`src/rtl/slow_clock_monitor_pkg.sv`:
```
// -----------------------------------------------------------------------------
// slow_clock_monitor_pkg
//   Shared definitions for the slow-clock monitor and the clock dividers that
//   feed it. The default half-period and timeout live here so both ends of the
//   link agree on the same terminal count.
//   Contents:
//     mon_state_e          monitor FSM state encoding (ACQUIRE/TRACK/LOCKED/LOST)
//     DEF_EXPECTED_HALF    nominal half-period of the divided clock, clkin cycles
//     DEF_TOL              allowed absolute deviation of one measurement
//     DEF_LOCK_COUNT       consecutive good measurements needed for lock
//     DEF_TIMEOUT          cycles without an edge before loss is declared
//     DEF_CNT_W            counter width, wide enough for DEF_TIMEOUT
// -----------------------------------------------------------------------------
package slow_clock_monitor_pkg;

   typedef enum logic [1:0] {
      ST_ACQUIRE = 2'd0,
      ST_TRACK   = 2'd1,
      ST_LOCKED  = 2'd2,
      ST_LOST    = 2'd3
   } mon_state_e;

   localparam int unsigned DEF_EXPECTED_HALF = 50001;
   localparam int unsigned DEF_TOL           = 2;
   localparam int unsigned DEF_LOCK_COUNT    = 4;
   localparam int unsigned DEF_TIMEOUT       = 100002;
   localparam int unsigned DEF_CNT_W         = 17;

endpackage

```
`src/rtl/slow_clock_monitor_if.sv`:
```
// -----------------------------------------------------------------------------
// slow_clock_monitor_if
//   Bundles the observed divided clock and the monitor's result signals.
//   Signals:
//     slow_in       divided clock under observation (asynchronous, plain data)
//     rise_pulse    one-cycle strobe per detected rising edge
//     fall_pulse    one-cycle strobe per detected falling edge
//     half_period   most recent valid half-period measurement (CNT_W bits)
//     period_valid  one-cycle strobe, half_period updated this cycle
//     locked        level, monitor is in LOCKED
//     lost          level, monitor is in LOST
//     state_dbg     current FSM state, for checkers and debug
//   Modports:
//     master  the side producing slow_in and consuming the results
//     slave   the monitor itself
//
//   Signalling: there is no valid/ready handshake. rise_pulse, fall_pulse and
//   period_valid are single-cycle strobes with no back-pressure; a consumer
//   must take them in the cycle they are high. half_period is only meaningful
//   from the cycle period_valid is high and holds until the next strobe.
//   locked/lost are levels and change in the same cycle as period_valid.
// -----------------------------------------------------------------------------
interface slow_clock_monitor_if #(
   parameter int unsigned CNT_W = slow_clock_monitor_pkg::DEF_CNT_W
) ();
   import slow_clock_monitor_pkg::*;

   logic             slow_in;
   logic             rise_pulse;
   logic             fall_pulse;
   logic [CNT_W-1:0] half_period;
   logic             period_valid;
   logic             locked;
   logic             lost;
   mon_state_e       state_dbg;

   modport master (
      output slow_in,
      input  rise_pulse, fall_pulse, half_period, period_valid,
      input  locked, lost, state_dbg
   );

   modport slave (
      input  slow_in,
      output rise_pulse, fall_pulse, half_period, period_valid,
      output locked, lost, state_dbg
   );

endinterface

```
`src/rtl/sync_2ff.sv`:
```
// -----------------------------------------------------------------------------
// sync_2ff
//   One-bit two-flop synchronizer for sampling an asynchronous level (such as
//   a divided clock) into the clk_i domain. Reusable by any block that watches
//   a divided clock.
//   Ports:
//     clk_i  destination clock
//     rst_i  synchronous active-high reset, clears both flops
//     d_i    asynchronous input
//     q_o    synchronized output, two clk_i cycles behind d_i
// -----------------------------------------------------------------------------
module sync_2ff (
   input  logic clk_i,
   input  logic rst_i,
   input  logic d_i,
   output logic q_o
);

   logic meta_q;
   logic sync_q;

   always_ff @(posedge clk_i) begin
      if (rst_i) begin
         meta_q <= 1'b0;
         sync_q <= 1'b0;
      end else begin
         meta_q <= d_i;
         sync_q <= meta_q;
      end
   end

   assign q_o = sync_q;

endmodule

```
`src/rtl/slow_clock_monitor.sv`:
```
// -----------------------------------------------------------------------------
// slow_clock_monitor
//   Receive-side companion to the clock dividers. Samples a divided clock as
//   data in the clkin domain, emits edge strobes usable as clock enables,
//   measures every half-period, declares lock after LOCK_COUNT consecutive
//   in-tolerance measurements and flags loss when the input stops toggling.
//   Ports:
//     clkin   fast system clock, all logic on its rising edge
//     reset   synchronous active-high reset
//     mon_if  slave modport: slow_in in; rise_pulse, fall_pulse, half_period,
//             period_valid, locked, lost, state_dbg out
//   The interface instance must be built with the same CNT_W as this module.
// -----------------------------------------------------------------------------
module slow_clock_monitor
   import slow_clock_monitor_pkg::*;
#(
   parameter int unsigned EXPECTED_HALF = DEF_EXPECTED_HALF,
   parameter int unsigned TOL           = DEF_TOL,
   parameter int unsigned LOCK_COUNT    = DEF_LOCK_COUNT,
   parameter int unsigned TIMEOUT       = DEF_TIMEOUT,
   parameter int unsigned CNT_W         = DEF_CNT_W
) (
   input  logic                 clkin,
   input  logic                 reset,
   slow_clock_monitor_if.slave  mon_if
);

   localparam int unsigned GOOD_W = $clog2(LOCK_COUNT + 1);

   localparam logic [CNT_W-1:0]  TIMEOUT_C = CNT_W'(TIMEOUT);
   localparam logic [CNT_W-1:0]  WIN_LO    = CNT_W'(EXPECTED_HALF - TOL);
   localparam logic [CNT_W-1:0]  WIN_HI    = CNT_W'(EXPECTED_HALF + TOL);
   localparam logic [GOOD_W-1:0] LOCK_C    = GOOD_W'(LOCK_COUNT);

   // ---------------------------------------------------------------------------
   // Synchronizer, history flop and edge detect
   // ---------------------------------------------------------------------------
   logic s2;
   logic s3_q;
   logic edge_det;

   sync_2ff u_sync (
      .clk_i (clkin),
      .rst_i (reset),
      .d_i   (mon_if.slow_in),
      .q_o   (s2)
   );

   always_ff @(posedge clkin) begin
      if (reset) s3_q <= 1'b0;
      else       s3_q <= s2;
   end

   assign edge_det = s2 ^ s3_q;

   // ---------------------------------------------------------------------------
   // Interval counter: restarts at 1 on an edge so an edge N cycles after the
   // previous one sees cnt_q == N; otherwise counts up and sticks at TIMEOUT.
   // ---------------------------------------------------------------------------
   logic [CNT_W-1:0] cnt_q, cnt_d;
   logic             timeout;
   logic             good;

   always_comb begin
      cnt_d = cnt_q;
      if (edge_det)                cnt_d = CNT_W'(1);
      else if (cnt_q != TIMEOUT_C) cnt_d = cnt_q + CNT_W'(1);
   end

   // An edge in the same cycle the counter sits at TIMEOUT wins over loss.
   assign timeout = ~edge_det && (cnt_q == TIMEOUT_C);
   assign good    = (cnt_q >= WIN_LO) && (cnt_q <= WIN_HI);

   // ---------------------------------------------------------------------------
   // Lock FSM
   // ---------------------------------------------------------------------------
   mon_state_e        state_q, state_d;
   logic [GOOD_W-1:0] good_cnt_q, good_cnt_d;
   logic              measure;

   always_comb begin
      state_d    = state_q;
      good_cnt_d = good_cnt_q;
      measure    = 1'b0;

      case (state_q)
         ST_ACQUIRE: begin
            // The first edge only starts the interval; nothing to measure yet.
            if (edge_det) begin
               state_d    = ST_TRACK;
               good_cnt_d = '0;
            end else if (timeout) begin
               state_d = ST_LOST;
            end
         end

         ST_TRACK: begin
            if (edge_det) begin
               measure = 1'b1;
               if (good) begin
                  if (good_cnt_q + GOOD_W'(1) >= LOCK_C) begin
                     good_cnt_d = LOCK_C;
                     state_d    = ST_LOCKED;
                  end else begin
                     good_cnt_d = good_cnt_q + GOOD_W'(1);
                  end
               end else begin
                  good_cnt_d = '0;
               end
            end else if (timeout) begin
               state_d = ST_LOST;
            end
         end

         ST_LOCKED: begin
            if (edge_det) begin
               measure = 1'b1;
               if (!good) begin
                  state_d    = ST_TRACK;
                  good_cnt_d = '0;
               end
            end else if (timeout) begin
               state_d = ST_LOST;
            end
         end

         ST_LOST: begin
            // The interval ending on this edge spans the outage; discard it.
            if (edge_det) begin
               state_d    = ST_TRACK;
               good_cnt_d = '0;
            end
         end

         default: begin
            state_d    = ST_ACQUIRE;
            good_cnt_d = '0;
         end
      endcase
   end

   // ---------------------------------------------------------------------------
   // State and output registers. locked/lost come from the next state so they
   // move in the same cycle as period_valid.
   // ---------------------------------------------------------------------------
   logic             rise_q;
   logic             fall_q;
   logic [CNT_W-1:0] half_q;
   logic             valid_q;
   logic             locked_q;
   logic             lost_q;

   always_ff @(posedge clkin) begin
      if (reset) begin
         state_q    <= ST_ACQUIRE;
         good_cnt_q <= '0;
         cnt_q      <= '0;
         rise_q     <= 1'b0;
         fall_q     <= 1'b0;
         half_q     <= '0;
         valid_q    <= 1'b0;
         locked_q   <= 1'b0;
         lost_q     <= 1'b0;
      end else begin
         state_q    <= state_d;
         good_cnt_q <= good_cnt_d;
         cnt_q      <= cnt_d;
         rise_q     <= s2 & ~s3_q;
         fall_q     <= ~s2 & s3_q;
         if (measure) half_q <= cnt_q;
         valid_q    <= measure;
         locked_q   <= (state_d == ST_LOCKED);
         lost_q     <= (state_d == ST_LOST);
      end
   end

   assign mon_if.rise_pulse   = rise_q;
   assign mon_if.fall_pulse   = fall_q;
   assign mon_if.half_period  = half_q;
   assign mon_if.period_valid = valid_q;
   assign mon_if.locked       = locked_q;
   assign mon_if.lost         = lost_q;
   assign mon_if.state_dbg    = state_q;

endmodule

```
`src/flat_wrapper.sv`:
```
// flat-port wrapper written by rule: the top's interface ports become plain ports
module slow_clock_monitor_flat import slow_clock_monitor_pkg::*;
#(
   parameter int unsigned EXPECTED_HALF = DEF_EXPECTED_HALF,
   parameter int unsigned TOL           = DEF_TOL,
   parameter int unsigned LOCK_COUNT    = DEF_LOCK_COUNT,
   parameter int unsigned TIMEOUT       = DEF_TIMEOUT,
   parameter int unsigned CNT_W         = DEF_CNT_W
)
  (clkin, reset, mon_if_slow_in, mon_if_rise_pulse, mon_if_fall_pulse, mon_if_half_period, mon_if_period_valid, mon_if_locked, mon_if_lost, mon_if_state_dbg);
  slow_clock_monitor_if #(.CNT_W(CNT_W)) mon_if_i ();
  input  logic clkin;
  input  logic reset;
  input wire logic [$bits(mon_if_i.slow_in)-1:0] mon_if_slow_in;
  output wire logic [$bits(mon_if_i.rise_pulse)-1:0] mon_if_rise_pulse;
  output wire logic [$bits(mon_if_i.fall_pulse)-1:0] mon_if_fall_pulse;
  output wire logic [$bits(mon_if_i.half_period)-1:0] mon_if_half_period;
  output wire logic [$bits(mon_if_i.period_valid)-1:0] mon_if_period_valid;
  output wire logic [$bits(mon_if_i.locked)-1:0] mon_if_locked;
  output wire logic [$bits(mon_if_i.lost)-1:0] mon_if_lost;
  output wire logic [$bits(mon_if_i.state_dbg)-1:0] mon_if_state_dbg;
  assign mon_if_i.slow_in = mon_if_slow_in;
  assign mon_if_rise_pulse = mon_if_i.rise_pulse;
  assign mon_if_fall_pulse = mon_if_i.fall_pulse;
  assign mon_if_half_period = mon_if_i.half_period;
  assign mon_if_period_valid = mon_if_i.period_valid;
  assign mon_if_locked = mon_if_i.locked;
  assign mon_if_lost = mon_if_i.lost;
  assign mon_if_state_dbg = mon_if_i.state_dbg;
  slow_clock_monitor #(.EXPECTED_HALF(EXPECTED_HALF), .TOL(TOL), .LOCK_COUNT(LOCK_COUNT), .TIMEOUT(TIMEOUT), .CNT_W(CNT_W)) u_core (.clkin(clkin), .reset(reset), .mon_if(mon_if_i));
endmodule
```
`config.mk`:
```
export PLATFORM = sky130hd
export DESIGN_NAME = slow_clock_monitor_flat
export DESIGN_NICKNAME = d
export VERILOG_FILES = /design/src/rtl/slow_clock_monitor_pkg.sv /design/src/rtl/slow_clock_monitor_if.sv /design/src/rtl/sync_2ff.sv /design/src/rtl/slow_clock_monitor.sv /design/src/flat_wrapper.sv
export SDC_FILE = /design/constraint.sdc
export NUM_CORES = 1
export LEC_CHECK = 0
export ABC_AREA = 1
export BUFFER_PORTS_ARGS = -buffer_cell sky130_fd_sc_hd__buf_2
export CORE_UTILIZATION = 50
export DETAILED_ROUTE_END_ITERATION = 12
export PLACE_DENSITY_LB_ADDON = 0.08
export SYNTH_ARGS = -nofsm -noshare
export SYNTH_HDL_FRONTEND = slang
export SYNTH_SLANG_ARGS = --single-unit
```
`constraint.sdc`:
```
create_clock -name clkin -period 1.5 [get_ports clkin]
set_input_delay 0 -clock clkin [delete_from_list [all_inputs] [get_ports clkin]]
set_output_delay 0 -clock clkin [all_outputs]
set_load 0.03 [all_outputs]
```
## Yosys cells after proc, flatten, opt, wreduce, memory -nomap -nowiden

Index checks and enable logic that the tools add are counted.

- Bits in registers: 47
- Bits of input ports: 3
- Output and inout port bits: 24
- Logic and storage cells: 63

- Add/subtract/negate cells: 2
- $lt $le $gt $ge: 3
- Equal/unequal tests: 11
- Muxes and demuxes: 20
- Bitwise logic cells: 6
- Reduce and logical (&&, ||, !) cells: 8

Operators with widths:

| kind | number |
|---|---|
| $mux W3 | 6 |
| $add A17 B1 Y17 const B | 1 |
| $eq A17 B17 Y1 const B | 1 |
| $ge A17 B16 Y1 const B | 1 |
| $le A17 B16 Y1 const B | 1 |
| $ne A17 B17 Y1 const B | 1 |
| $mux W2 | 8 |
| $pmux W3 S3 | 1 |
| $eq A2 B2 Y1 const B | 4 |
| $pmux W2 S4 | 1 |
| $ne A2 B1 Y1 const B | 3 |
| $reduce_or A2 Y1 | 3 |
| $mux W1 | 4 |
| $reduce_and A4 Y1 | 1 |
| $add A3 B1 Y3 const B | 1 |
| $ge A3 B3 Y1 const B | 1 |
| $not A1 Y1 | 3 |
| $and A1 B1 Y1 | 2 |
| $eq A2 B1 Y1 const B | 1 |
| $logic_and A1 B1 Y1 | 2 |
| $logic_not A2 Y1 | 1 |
| $ne A2 B2 Y1 const B | 1 |
| $reduce_bool A2 Y1 | 1 |
| $xor A1 B1 Y1 | 1 |

## Longest topological paths before layout

- Depth after elaboration: 7
- Mapped depth: 16
- Gate-level depth less buffers: 15

## By module

From an unflattened synthesis, not the netlist that was laid out.

- Cell total of the unflattened synthesis: 296
- Area, all modules: 2168.3 µm²

Modules (own cells, without submodules):

| module | times used | cells an instance | area each (µm²) | sequential area each (µm²) |
|---|---|---|---|---|
| slow_clock_monitor | 1 | 290 | 2113.3 | 900.9 |
| sync_2ff | 1 | 6 | 55.1 | 40.0 |

## Worst setup path after synthesis

No wires, ideal clock.

- Kind: reg2reg
- Start: register u_core.state_q[1], in the netlist u_core.mon_if.state_dbg[1]
- End: register u_core.half_q[12], in the netlist u_core.mon_if.half_period[12]
- Data arrival time: 1.651 ns
- Slack: -0.221 ns
- Cell stages (with the launch flop): 8
- Path buffers: 1
- Period minus slack after synthesis: 1.721 ns
- Path through: dfxtp_1 inv_1 ha_1 inv_1 nor2_1 clkbuf_1 o21ai_0 a21oi_1

- Cells in the longest elaborated chain, start to end: 3

RTL lines:

| what | RTL line | text |
|---|---|---|
| from (decl) | slow_clock_monitor.sv:77 | `mon_state_e state_q, state_d;` |
| from (signal assigned) | slow_clock_monitor.sv:165 | `state_q <= state_d;` |
| $eq A2 B1 Y1 or $eq A2 B2 Y1 (tied branches) | slow_clock_monitor.sv:86 | `case (state_q)` |
| $reduce_or A2 Y1 (no source line) (*) | - |  |
| $mux W1 (*) | - |  |
| to (signal assigned) | slow_clock_monitor.sv:170 | `if (measure) half_q <= cnt_q;` |
| to (decl) | slow_clock_monitor.sv:148 | `logic [CNT_W-1:0] half_q;` |

Every way passes the cells marked *; elsewhere a longest branch is shown, timed or not.
A chain may end at the register's enable or synchronous reset.

## Worst setup path after layout

- Start: register u_core.cnt_q[1]
- End: register u_core.locked_q, in the netlist u_core.mon_if.locked

- Cells in the longest elaborated chain, start to end: 6

RTL lines:

| what | RTL line | text |
|---|---|---|
| from (decl) | slow_clock_monitor.sv:60 | `logic [CNT_W-1:0] cnt_q, cnt_d;` |
| from (signal assigned) | slow_clock_monitor.sv:167 | `cnt_q <= cnt_d;` |
| $ge A17 B16 Y1 (tied with other cells) | slow_clock_monitor.sv:72 | `assign good = (cnt_q >= WIN_LO) && (cnt_q <= WIN_HI);` |
| $logic_and A1 B1 Y1 (on tied branches) | slow_clock_monitor.sv:72, slow_clock_monitor.sv:71 |  |
| $mux W2 (on tied branches) | - |  |
| $mux W2 (on tied branches) | slow_clock_monitor.sv:116, slow_clock_monitor.sv:89, slow_clock_monitor.sv:98 |  |
| $pmux W2 S4 (*) | slow_clock_monitor.sv:86 |  |
| $eq A2 B2 Y1 (*) | slow_clock_monitor.sv:172 | `locked_q <= (state_d == ST_LOCKED);` |
| to (signal assigned) | slow_clock_monitor.sv:172 |  |
| to (decl) | slow_clock_monitor.sv:150 | `logic locked_q;` |

Marked as above.

==> flow_summary.ini <==
[global_route]
top_usage_layer = met2
grt_util_met1_pct = 32.5
grt_max_degree = 22
antenna_found_initial = 0
grt_usage_pct = 27.4
use_met3_pct = 4.28
grt_pass1_vias = 2163
met2_usage_pct = 49.0
globalRouteOverflowTotal = 0
grt_pass1_wl_um = 9500

[setup_path]
reg2reg_from = u_core.cnt_q[1]
critical_path_peak_fanout = 4
worstPathRequired_ns = 1.75
rr_worst_depth = 16
ff2ff_setup_slack_ns = -0.12
reg2reg_to = u_core.mon_if.locked
crit_path_start_kind = register
worstPathArrival_ns = 1.87
cp-end-kind = register
path_class = reg2reg

[floorplan]
die_y_um = 68.9
num_rows = 23
coreArea_sq_um = 4140
floorplan.initialDensity_pct = 54.1
die_area_sq_um = 4750
io_pins = 27
die_x_um = 68.9

[timing]
slew_headroom_pct = 60.8
setup_viol_count_final = 9
max_freq_ghz = 0.619
rsz0062_at_grt = true
slew_viol_final = 0
min_period_over_period_pct = 108
finClkSkew_ns = 0.0104
period_minus_slack_ns = 1.62
finalHoldViolCount = 0
holdWs_ns = 0.0320
worst_pin_slew_ns = 0.587
fin_ws_ns = -0.115

[place]
pre_cts_ws_ns = -0.144
placed_cells = 433
hpwl_um = 4210
place_congestion = 0.910
portBuffers = 26

[cts]
h-tree-depth = 2
cts_tree = built
path_clk_slew_ns = 0.09
clock_sinks = 47
clockBufferDepth = 2
cts_root_buf = clkbuf_8
numCtsBuffers = 5
clk_latency_ns = 0.30

[route]
ant_nets = 0
vias = 2409
first_pass_iters = 4
drt-initial-drc-count = 152
via_per_inst = 5.26
routed_wl_um = 6350
drc = 0
post_drt_wl_per_cell_um = 13.9

[logic_synthesis]
syn_inst = 309
synth_nets = 321
syn_area_per_cell_sq_um = 7.25
synth_cell_types = 34
syn_area_sq_um = 2240
ys_seq_area_share_pct = 42.0
yosysWarnings = 0
ys_ff_latch = 47

[job]
max-cap-violations = 0

[min_path]
hold_path_depth = 4
hp-class = in2reg
holdPathEnd = u_core.cnt_q[15]
worstHoldStart = reset

[finish]
antenna_cells = 0
fin_cells = 458
areaGrowthSynthToFinish_pct = 47.9
drive_above_1_share_pct = 47.3
final_cell_mix = buf_4, nand2_1, dfxtp_1, a21oi_1
finish.utilization_pct = 80.0
fillerInstances = 292
final_common_cell = buf_4
fin_nets = 419

[power_and_ir_drop]
p_leak_uw = 0.00154
powerDensity_nw_per_um2 = 1210
ir_drop_v = 0.000712

[status]
violations = negative setup slack
outcome = finished, violations left
[sequential cells by signal, indices dropped and copies added, names as in the netlist]
signal,flops
u_core.cnt_q,17
u_core.mon_if.half_period,17
u_core.good_cnt_q,3
u_core.mon_if.state_dbg,2
u_core.mon_if.fall_pulse,1
u_core.mon_if.locked,1
u_core.mon_if.lost,1
u_core.mon_if.period_valid,1
u_core.mon_if.rise_pulse,1
u_core.s3_q,1
u_core.u_sync.meta_q,1
u_core.u_sync.q_o,1
[cell usage after synthesis, drive strengths merged]
cell type / n / area, sq um
nand2: 53 / 214
dfxtp: 47 / 941
inv: 42 / 158
nor2: 42 / 185
a21oi: 31 / 155
o21ai: 29 / 145
nand3: 16 / 90.1
ha: 9 / 113
nor3: 9 / 55.1
nand4: 6 / 37.5
clkbuf: 5 / 18.8
buf: 3 / 16.3
clkinv: 3 / 12.5
or2: 3 / 18.8
a211oi: 2 / 15.0
nor4: 2 / 12.5
a31o: 1 / 8.76
a31oi: 1 / 6.26
a41oi: 1 / 8.76
o21a: 1 / 7.51
o22ai: 1 / 6.26
o31ai: 1 / 7.51
xor2: 1 / 8.76
[report_power, final]
group          internal, uW  switching [uW]
Combinational           568             950
Clock                   497             442
Sequential             1430             115
[cell type report]
type | count | area [sq um] | area share [%]
Sequential cell | 47 | 970 | 29.3
Timing Repair Buffer | 99 | 724 | 21.9
Inverter | 45 | 180 | 5.44
Tap cell | 50 | 62.6 | 1.89
Clock inverter | 3 | 43.8 | 1.32
Clock buffer | 5 | 68.8 | 2.08
Multi-Input combinational cell | 209 | 1260 | 38.1
[timing repair]
| action | CTS | global route |
|---|---|---|
| hold buffers | 1 | 0 |
| setup endpoints to repair | 30 | 35 |
| gates cloned | 0 | 1 |
| buffers inserted | 7 | 8 |
| endpoints found under the hold margin | 1 | 0 |
| pin swaps | 15 | 12 |
| resized for setup | 43 | 29 |
[cell families after synthesis]
family | synth area share [%]
flops | 42.0
fa+ha+maj | 5.03
simple gates | 27.4
xor+xnor | 0.391
compound gates | 16.1
buf+inv | 9.16
[per-layer routing]
metal | wire length, um | vias to the layer above
li1 | - | 1205
met2 | 3200 | 66
met3 | 331 | 18
met5 | 0 | -
met1 | 2680 | 1120
met4 | 147 | 0
[worst max-delay path by stage]
stage / from / endpoint / slack, ns
after floorplan: u_core.mon_if.state_dbg[1] / u_core.mon_if.half_period[12] / -0.01
after global placement: u_core.cnt_q[0] / u_core.mon_if.state_dbg[0] / -0.09
after detailed placement: u_core.cnt_q[0] / u_core.mon_if.lost / -0.14
after CTS: u_core.cnt_q[1] / u_core.mon_if.lost / -0.03
after global routing: u_core.cnt_q[12] / u_core.mon_if.locked / -0.22
final: u_core.cnt_q[1] / u_core.mon_if.locked / -0.12
[per-stage QoR]
stage               TNS [ns]  cell area [sq um]  power, uW
global placement      -0.687               2840       2870
CTS                  -0.0768               3150       3900
detailed placement     -1.34               2840       2900
floorplan            -0.0364               2260       2510
global route           -3.12               3310       4230
finish                -0.545               3310       4000
[critical path, cell delays in order, from the launching register on]
cell and delay, ns:
dfxtp_4 0.38, buf_6 0.12, nand2_2 0.08, nand3_2 0.07
inv_1 0.06, nand2_1 0.04, nand3_1 0.09, nand2_1 0.07
nand2_2 0.12, nand2_2 0.08, nand2_2 0.08, nand2_1 0.05
nand2_1 0.07, nand3_2 0.07, nand2_2 0.09, inv_2 0.04
nor2_2 0.06
Power figures use the tool's default switching activity.
